[config.mk]
export PLATFORM = sky130hd
export DESIGN_NAME = kf8237_timing_and_control
export DESIGN_NICKNAME = d
export VERILOG_FILES = /design/src/rtl/kf8237_pkg.sv /design/src/rtl/kf8237_timing_and_control.sv
export SDC_FILE = /design/constraint.sdc
export NUM_CORES = 1
export LEC_CHECK = 0
export CAP_MARGIN = 10
export CORE_UTILIZATION = 38
export CTS_CLUSTER_SIZE = 14
export DETAILED_ROUTE_END_ITERATION = 10
export PLACE_DENSITY = 0.76
export SKIP_LAST_GASP = 1
export SLEW_MARGIN = 20
export SYNTH_ARGS = -nofsm -noshare
export SYNTH_HDL_FRONTEND = slang
export SYNTH_SLANG_ARGS = --single-unit
[constraint.sdc]
create_clock -name clock -period 1.5 [get_ports clock]
set_clock_uncertainty 0.15 [all_clocks]
set_input_delay 0.375 -clock clock [delete_from_list [all_inputs] [get_ports clock]]
set_output_delay 0.375 -clock clock [all_outputs]
set_load 0.02 [all_outputs]
[src/rtl/kf8237_pkg.sv]
// Shared definitions for the KF8237 DMA timing and control block.
//   state_e          : transfer sequencer states (SI idle, S0 hold request, S1..S4 word cycle)
//   MODE_* / TYPE_*  : transfer_mode and transfer_type encodings
//   CH_W             : number of DMA channels (one-hot width)
package kf8237_pkg;

  localparam int unsigned CH_W = 4;

  typedef enum logic [2:0] {
    ST_SI = 3'd0,
    ST_S0 = 3'd1,
    ST_S1 = 3'd2,
    ST_S2 = 3'd3,
    ST_S3 = 3'd4,
    ST_S4 = 3'd5
  } state_e;

  // transfer_mode encodings; 2'b11 is reserved and behaves as single
  localparam logic [1:0] MODE_DEMAND = 2'b00;
  localparam logic [1:0] MODE_SINGLE = 2'b01;
  localparam logic [1:0] MODE_BLOCK  = 2'b10;

  // transfer_type encodings; 2'b11 is reserved and behaves as verify
  localparam logic [1:0] TYPE_VERIFY = 2'b00;
  localparam logic [1:0] TYPE_WRITE  = 2'b01;
  localparam logic [1:0] TYPE_READ   = 2'b10;

endpackage

[src/rtl/kf8237_timing_and_control.sv]
// KF8237 DMA timing and control: sequences SI/S0/S1/S2/S3/S4 per word and
// drives the bus handshake, strobes, and address/count register controls.
// Inputs : clock, reset (sync, active-low), dma_request_grant (one-hot),
//          dma_request_active, hold_acknowledge, ready, transfer_mode,
//          transfer_type, auto_initialize, underflow, end_of_process_n_in.
// Outputs: hold_request, dma_acknowledge, transfer_register_select, next_word,
//          initialize_current_register, address_strobe, memory/io strobes
//          (active-low), end_of_process_n_out, terminal_count. All registered.
module kf8237_timing_and_control
  import kf8237_pkg::*;
(
  input  logic            clock,
  input  logic            reset,
  input  logic [CH_W-1:0] dma_request_grant,
  input  logic            dma_request_active,
  input  logic            hold_acknowledge,
  input  logic            ready,
  input  logic [1:0]      transfer_mode,
  input  logic [1:0]      transfer_type,
  input  logic            auto_initialize,
  input  logic            underflow,
  input  logic            end_of_process_n_in,
  output logic            hold_request,
  output logic [CH_W-1:0] dma_acknowledge,
  output logic [CH_W-1:0] transfer_register_select,
  output logic            next_word,
  output logic            initialize_current_register,
  output logic            address_strobe,
  output logic            memory_read_n,
  output logic            memory_write_n,
  output logic            io_read_n,
  output logic            io_write_n,
  output logic            end_of_process_n_out,
  output logic [CH_W-1:0] terminal_count
);

  state_e          state_q, state_d;
  logic [CH_W-1:0] ch_q, ch_d;
  logic            term_q, term_d;

  logic            hrq_q, hrq_d;
  logic [CH_W-1:0] dack_q, dack_d;
  logic [CH_W-1:0] trs_q, trs_d;
  logic            nw_q, nw_d;
  logic            init_q, init_d;
  logic            adstb_q, adstb_d;
  logic            memr_n_q, memr_n_d;
  logic            memw_n_q, memw_n_d;
  logic            ior_n_q, ior_n_d;
  logic            iow_n_q, iow_n_d;
  logic            eop_n_q, eop_n_d;
  logic [CH_W-1:0] tc_q, tc_d;

  logic            rd_phase;
  logic            wr_phase;
  logic            in_service;

  // Next-state logic; outputs are decoded from the next state so that the
  // registered outputs line up with the state they belong to.
  always_comb begin
    state_d  = state_q;
    ch_d     = ch_q;
    term_d   = term_q;
    nw_d     = 1'b0;
    init_d   = 1'b0;
    eop_n_d  = 1'b1;
    tc_d     = '0;

    case (state_q)
      ST_SI: begin
        if (dma_request_grant != '0) begin
          state_d = ST_S0;
          ch_d    = dma_request_grant;
        end
      end
      ST_S0: begin
        if (hold_acknowledge) begin
          state_d = ST_S1;
        end else if ((dma_request_grant & ch_q) == '0) begin
          state_d = ST_SI;
        end
      end
      ST_S1: begin
        state_d = ST_S2;
      end
      ST_S2: begin
        state_d = ST_S3;
        if (!end_of_process_n_in) term_d = 1'b1;
      end
      ST_S3: begin
        if (!end_of_process_n_in) term_d = 1'b1;
        if (ready) begin
          // underflow is qualified on the S3->S4 edge so EOP/TC can be
          // presented as registered outputs during S4 itself
          state_d = ST_S4;
          nw_d    = 1'b1;
          if (underflow) begin
            term_d = 1'b1;
            tc_d   = ch_q;
          end
          eop_n_d = !term_d;
        end
      end
      ST_S4: begin
        term_d = 1'b0;
        if (term_q || !end_of_process_n_in) begin
          state_d = ST_SI;
          init_d  = auto_initialize;
        end else begin
          case (transfer_mode)
            MODE_BLOCK:  state_d = ST_S1;
            MODE_DEMAND: state_d = dma_request_active ? ST_S1 : ST_SI;
            default:     state_d = ST_SI;
          endcase
        end
      end
      default: begin
        state_d = ST_SI;
        term_d  = 1'b0;
      end
    endcase

    in_service = (state_d == ST_S1) || (state_d == ST_S2) ||
                 (state_d == ST_S3) || (state_d == ST_S4);
    rd_phase   = (state_d == ST_S2) || (state_d == ST_S3);
    wr_phase   = (state_d == ST_S3);

    hrq_d    = (state_d != ST_SI);
    dack_d   = in_service ? ch_d : '0;
    trs_d    = in_service ? ch_d : '0;
    adstb_d  = (state_d == ST_S1);
    memr_n_d = !(rd_phase && (transfer_type == TYPE_READ));
    ior_n_d  = !(rd_phase && (transfer_type == TYPE_WRITE));
    memw_n_d = !(wr_phase && (transfer_type == TYPE_WRITE));
    iow_n_d  = !(wr_phase && (transfer_type == TYPE_READ));
  end

  // State and output registers; reset aborts any transfer without pulses.
  always_ff @(posedge clock) begin
    if (!reset) begin
      state_q  <= ST_SI;
      ch_q     <= '0;
      term_q   <= 1'b0;
      hrq_q    <= 1'b0;
      dack_q   <= '0;
      trs_q    <= '0;
      nw_q     <= 1'b0;
      init_q   <= 1'b0;
      adstb_q  <= 1'b0;
      memr_n_q <= 1'b1;
      memw_n_q <= 1'b1;
      ior_n_q  <= 1'b1;
      iow_n_q  <= 1'b1;
      eop_n_q  <= 1'b1;
      tc_q     <= '0;
    end else begin
      state_q  <= state_d;
      ch_q     <= ch_d;
      term_q   <= term_d;
      hrq_q    <= hrq_d;
      dack_q   <= dack_d;
      trs_q    <= trs_d;
      nw_q     <= nw_d;
      init_q   <= init_d;
      adstb_q  <= adstb_d;
      memr_n_q <= memr_n_d;
      memw_n_q <= memw_n_d;
      ior_n_q  <= ior_n_d;
      iow_n_q  <= iow_n_d;
      eop_n_q  <= eop_n_d;
      tc_q     <= tc_d;
    end
  end

  assign hold_request                = hrq_q;
  assign dma_acknowledge             = dack_q;
  assign transfer_register_select    = trs_q;
  assign next_word                   = nw_q;
  assign initialize_current_register = init_q;
  assign address_strobe              = adstb_q;
  assign memory_read_n               = memr_n_q;
  assign memory_write_n              = memw_n_q;
  assign io_read_n                   = ior_n_q;
  assign io_write_n                  = iow_n_q;
  assign end_of_process_n_out        = eop_n_q;
  assign terminal_count              = tc_q;

endmodule
==> results.tsv, run 1 <==
metric	value	unit
status	complete, but fails checks	
failing checks	setup timing	
die width	52.91	µm
leakage	0.6486	nW
Clk Latency, worst-skew pair	0.32	ns
hpwl dp	1777	µm
most common cell after layout, fill and taps aside	dfxtp_1	
die height	52.91	µm
Final Hold Vio Count	0	
average size of a mapped cell	9.847	µm²
Logic pwr share	0.299	
CTS root buf	clkbuf_4	
synthesized instance count	100	
final std cells w/o fill	179	
HP Class	in -> reg	
layout cells sized above 1	0.3826	
met3 WL post-DR	129	µm
placed cells	173	
DRT iter0 DRCs	18	
pin count of the biggest net entering global routing	15	
routed vias/inst	5.089	
clock transition at the registers of the reported paths	0.12	ns
Internal	1.042	mW
Worst Max-Slew Pin Slew	0.3431	ns
via count	911	
R2R Setup Slk	-0.07	ns
Max Root-Sink Buffers	2	
critical path data arrival time	1.64	ns
worst slack, placed	-0.5999	ns
Antenna Violating Nets Remaining	0	
critical setup path kind	reg -> reg	
WL per Instance	14.17	µm
PD cells	966.7	nW/µm²
Flop pwr share	0.504	
Tot Pwr	1.491	mW
initial antenna violation count	0	
CTS buffer count	3	
Total GRT Usage	0.1905	
clock share of power	0.197	
syn nets	116	
register area share after synthesis	0.5083	
Highest Clock Rate	0.6362	GHz
CTS tree	done	
final setup vio count	1	
GRT overflow	0	
Max VDD drop	0.7065	mV
met1 WL	1111	µm
H-tree levels	1	
wire length on met2	1269	µm
row cnt	18	
vias in the first global route	876	
minimum clock period	1.572	ns
Psw	0.4499	mW
num ports	37	
flops & latches, synth	25	
post-route cell area	1543	µm²
Final nets	166	
startpoint types	register	
crit share post-route	1.048	
Max Fanout on Critical Path	5	
Req. time, crit path	1.57	ns
crit end category	register	
CTS Hold Buffers Added	0	
ANT cells	0	
final slew viol count	0	
warning count from the yosys run	0	
Starting Density	0.4011	
P&R area growth vs syn	56.67	%
unrepaired setup endpoints after global routing	true	
most frequent cells in the layout	dfxtp_1, buf_4, clkbuf_2	
Final WS setup	-0.07184	ns
final WL	2537	µm
Mapped Area	984.7	µm²
port bufs	36	
top routing layer in use	met4	
first-pass GRT wire length	3795	µm
GPL Wtd Cong	0.8688	
Placed Area	1449	µm²
total of max-cap violations	0	
Netlist cell types	32	
die area	2799	µm²
clock sinks	25	
sw frac	0.3016	
post-route DRC violation count	0	
Slew HR	0.7703	
Pre-antenna DRT Iters	5	
Core ar.	2455	µm²
==> cell families (layout without fill, tap and decap cells) <==
family	Yosys count	count (layout)	share of synthesized area
buffers and inverters	9	58	0.05082
flip-flops	25	25	0.5083
AO/OA/AOI/OAI	21	21	0.1652
AND/OR/NAND/NOR	45	45	0.2757
==> stage by stage <==
stage	util	hold slack, ns	setup TNS [ns]
after global routing	0.6284	0.3474	-0.2634
after CTS	0.6126	0.3982	-0.1146
final	0.6284	0.3445	-0.07184
after global placement	0.5902	0.3605	-7.231
after detailed placement	0.5902	0.3690	-7.863
after floorplan	-	0.3331	-0.03293
==> routing by layer <==
layer  global-route usage  vias up
met2               0.3312       27
met4              0.07456        0
li1                     -      452
met1               0.2255      426
met5                    0        -
met3              0.04023        6
==> Yosys cell counts <==
| cell type | n | area [µm²] |
|---|---|---|
| and3b_1 | 1 | 8.760 |
| o21ai_0 | 4 | 20.02 |
| clkbuf_1 | 3 | 11.26 |
| a22oi_1 | 6 | 45.04 |
| nor4b_4 | 1 | 23.77 |
| buf_2 | 1 | 5.000 |
| buf_4 | 4 | 30.03 |
| nand3_1 | 2 | 10.01 |
| nand3b_1 | 2 | 15.01 |
| a21oi_1 | 2 | 10.01 |
| nor4bb_1 | 1 | 10.01 |
| nand2b_1 | 4 | 25.02 |
| inv_1 | 1 | 3.750 |
| nor3_1 | 1 | 5.000 |
| nor3_2 | 1 | 10.01 |
| o21ai_1 | 1 | 5.000 |
| a41oi_1 | 1 | 8.760 |
| o31ai_1 | 2 | 15.01 |
| nand2_1 | 9 | 33.78 |
| or4b_1 | 1 | 10.01 |
| nor2b_1 | 4 | 25.02 |
| dfxtp_1 | 25 | 500.5 |
| o31a_1 | 1 | 8.760 |
| a21oi_2 | 1 | 8.760 |
| o21a_1 | 1 | 7.510 |
| and2_1 | 2 | 12.51 |
| o41ai_4 | 1 | 27.53 |
| nor3b_1 | 2 | 15.01 |
| a31oi_1 | 1 | 6.260 |
| nor2_1 | 8 | 30.03 |
| nor4_1 | 1 | 6.260 |
| and3_1 | 5 | 31.28 |
==> final timing paths <==
| path | cells after the start | end | from |
|---|---|---|---|
| setup / recovery | 4 | address_strobe | state_q[2] |
| setup reg to reg | 4 | address_strobe | state_q[2] |
| hold reg to reg | 1 | terminal_count[2] | ch_q[2] |
| hold / removal | 4 | io_read_n | ready |
==> repair_timing <==
| item | CTS | global route |
|---|---|---|
| buffers inserted | 0 | 2 |
| pin swaps | 10 | 3 |
| setup endpoints to repair | 39 | 37 |
| resized for setup | 53 | 36 |
==> worst max-delay path: stages (launching register included) <==
cell and delay, ns:
dfxtp_2 0.36, or4b_4 0.56, a21oi_4 0.16, nor4b_4 0.08
o21a_1 0.18
==> cell type report <==
cell class / count / area, µm²
clock buffer: 3 / 22.52
clock inverter: 1 / 5.005
fill: 198 / 912.1
inverter: 1 / 3.754
multi-input combinational: 66 / 511.7
sequential: 25 / 511.7
tap: 30 / 37.54
timing repair buffer: 53 / 450.4
==> power groups by stage <==
| stage | sequential [mW] | combinational [mW] | clock, mW |
|---|---|---|---|
| after floorplan | 0.765 | 0.188 | 0 |
| after global placement | 0.748 | 0.374 | 0 |
| after detailed placement | 0.750 | 0.384 | 0 |
| after CTS | 0.741 | 0.388 | 0.296 |
| after global routing | 0.758 | 0.473 | 0.326 |
| final | 0.751 | 0.446 | 0.294 |
==> flip-flops by register name, summed over array words and instances (netlist names) <==
register / flops
ch_q: 4
terminal_count: 4
transfer_register_select: 4
state_q: 3
address_strobe: 1
end_of_process_n_out: 1
hold_request: 1
initialize_current_register: 1
io_read_n: 1
io_write_n: 1
memory_read_n: 1
memory_write_n: 1
next_word: 1
term_q: 1
(Power assumes the default switching activity.)
==> inputs of run 2 (changes only) <==
--- a/config.mk
+++ b/config.mk
@@ -5,11 +5,12 @@
 export SDC_FILE = /design/constraint.sdc
 export NUM_CORES = 1
 export LEC_CHECK = 0
+export ABC_AREA = 1
 export CAP_MARGIN = 10
-export CORE_UTILIZATION = 38
+export CORE_UTILIZATION = 37
 export CTS_CLUSTER_SIZE = 14
 export DETAILED_ROUTE_END_ITERATION = 10
-export PLACE_DENSITY = 0.76
+export PLACE_DENSITY = 0.75
 export SKIP_LAST_GASP = 1
 export SLEW_MARGIN = 20
 export SYNTH_ARGS = -nofsm -noshare
==> results.tsv, run 2 <==
metric	value	unit
P&R area growth vs syn	41.83	%
wire length on met2	1018	µm
most frequent cells in the layout	dfxtp_1, nand2_1, nor2_1	
warning count from the yosys run	0	
top routing layer in use	met4	
ANT cells	0	
Netlist cell types	18	
Mapped Area	942.2	µm²
met1 WL	938	µm
Final Hold Vio Count	0	
die area	2752	µm²
crit share post-route	0.9798	
top post-synthesis cells by area	dfxtp_1, nand2_1, nor2_1	
H-tree levels	1	
clock sinks	25	
Synth async-reset ratio	0	
Max VDD drop	0.5611	mV
status	finished clean	
most common cell after layout, fill and taps aside	dfxtp_1	
leakage	0.6083	nW
layout cells sized above 1	0.2883	
hpwl dp	1722	µm
Post-synth EDFFs	0	
minimum clock period	1.470	ns
CTS buffer count	3	
total of max-cap violations	0	
commonest cells in the synthesized netlist	dfxtp_1, nand2_1, nor2_1	
placed cells	187	
first-pass GRT wire length	3401	µm
Synth area leader	dfxtp_1	
final WL	2131	µm
clock transition at the registers of the reported paths	0.14	ns
CTS tree	done	
pin count of the biggest net entering global routing	16	
Core ar.	2297	µm²
critical setup path kind	reg -> out	
HP Class	reg -> reg	
GRT overflow	0	
Pre-antenna DRT Iters	4	
via count	877	
final slew viol count	0	
port bufs	36	
CP cell instances	clkdlybuf4s15_1	
predominant post-synthesis flop cell	dfxtp_1	
setup TNS	0	ns
final std cells w/o fill	191	
die height	52.46	µm
Slew HR	0.8540	
average size of a mapped cell	7.984	µm²
Max Root-Sink Buffers	2	
num ports	37	
startpoint types	register	
WL per Instance	11.16	µm
row cnt	17	
GPL Wtd Cong	0.7905	
share of the synthesized area in the top cell type	0.5312	
crit path buf inv count	1	
final setup vio count	0	
die width	52.46	µm
Final nets	180	
register area share after synthesis	0.5312	
count leader, synth	dfxtp_1	
Total GRT Usage	0.1734	
Highest Clock Rate	0.6804	GHz
Starting Density	0.4101	
syn nets	134	
CP max-delay cell	dfxtp_1	
Clk Latency, worst-skew pair	0.32	ns
Antenna Violating Nets Remaining	0	
synthesized instance count	118	
crit end category	output port	
initial antenna violation count	0	
DRT iter0 DRCs	11	
post-route DRC violation count	0	
critical path data arrival time	0.94	ns
routed vias/inst	4.592	
vias in the first global route	797	
PD cells	1011	nW/µm²
Worst Max-Slew Pin Slew	0.2176	ns
Max Fanout on Critical Path	1	
flops & latches, synth	25	
unrepaired setup endpoints after global routing	false	
Top Family by Delay on Critical Path	flip-flops	
slowest stage delay, CP	0.33	ns
Post-CTS Setup Repair Bufs	0	
Req. time, crit path	0.97	ns
met3 WL post-DR	106	µm
CTS Hold Buffers Added	0	
CTS root buf	clkbuf_4	
-- run 2: cell count changes in the layout (fill, tap and decap cells not counted), moves of 4 or more --
cell / before / now
nand3_1: 2 / 8
dfxtp_1: 20 / 25
clkdlybuf4s50_1: 9 / 15
nor2_1: 8 / 18
buf_4: 14 / 9
and3_1: 5 / 0
nor2b_1: 4 / 0
a21oi_1: 2 / 7
clkdlybuf4s15_1: 8 / 1
inv_2: 0 / 4
a22oi_2: 6 / 0
inv_1: 1 / 14
nand2_1: 9 / 19
-- run 2: kinds of logic (layout without fill, tap and decap cells) --
logic type / after synthesis / after routing / share of synthesized area
AOI/OAI and AO/OA: 13 / 13 / 0.08366
buffers and inverters: 22 / 67 / 0.1036
DFF: 25 / 25 / 0.5312
and+or+nand+nor: 58 / 58 / 0.2815
-- run 2: final timing paths --
path	startpoint	endpoint	slack [ns]	cells after the start
max	memory_write_n	memory_write_n	0.03	1
min	ch_q[1]	terminal_count[1]	0.32	2
max reg2reg	state_q[2]	hold_request	0.16	7
min reg2reg	ch_q[1]	terminal_count[1]	0.32	2
-- run 2: what timing repair did --
action,CTS,global route
gates resized for setup,47,18
gates cloned,0,0
setup endpoints to repair,21,15
-- run 2: stage by stage --
step | hold WS, ns | instance area (µm²) | setup slack, ns | util | power, mW
after floorplan | 0.2716 | 942.2 | 0.2528 | - | 0.9339
after global placement | 0.2996 | 1375 | -0.2214 | 0.5986 | 1.065
after detailed placement | 0.3002 | 1375 | -0.2584 | 0.5986 | 1.071
after CTS | 0.3194 | 1411 | -0.04623 | 0.6144 | 1.360
after global routing | 0.3524 | 1336 | 0.003762 | 0.5817 | 1.414
final | 0.3184 | 1336 | 0.03037 | 0.5817 | 1.350
-- run 2: final cells by class --
cell class                 count  area, µm²
sequential                    25      500.5
tap                           28      35.03
timing repair buffer          45      359.1
clock inverter                 1      7.507
fill                         218      960.9
multi-input combinational     71      344.1
inverter                      18      67.56
clock buffer                   3      22.52
-- run 2: tightest hold or removal path, delay by kind of cell (launching register included) --
family	cells	cell delay [ns]
flops	1	0.36
buf+inv	1	0.06
simple gates	1	0.03
-- run 2: layer usage --
| layer | vias up | track usage |
|---|---|---|
| met5 | - | 0 |
| met4 | 0 | 0.1184 |
| met3 | 9 | 0.02029 |
| met2 | 31 | 0.2996 |
| met1 | 381 | 0.1964 |
| li1 | 456 | - |
-- run 2: report_power, final --
group          internal (mW)  switching (mW)  leakage (nW)  total [mW]
clock                  0.102           0.207        0.0139       0.309
combinational          0.131           0.174         0.391       0.306
sequential             0.706          0.0291         0.204       0.735
total                  0.940           0.411         0.608        1.35
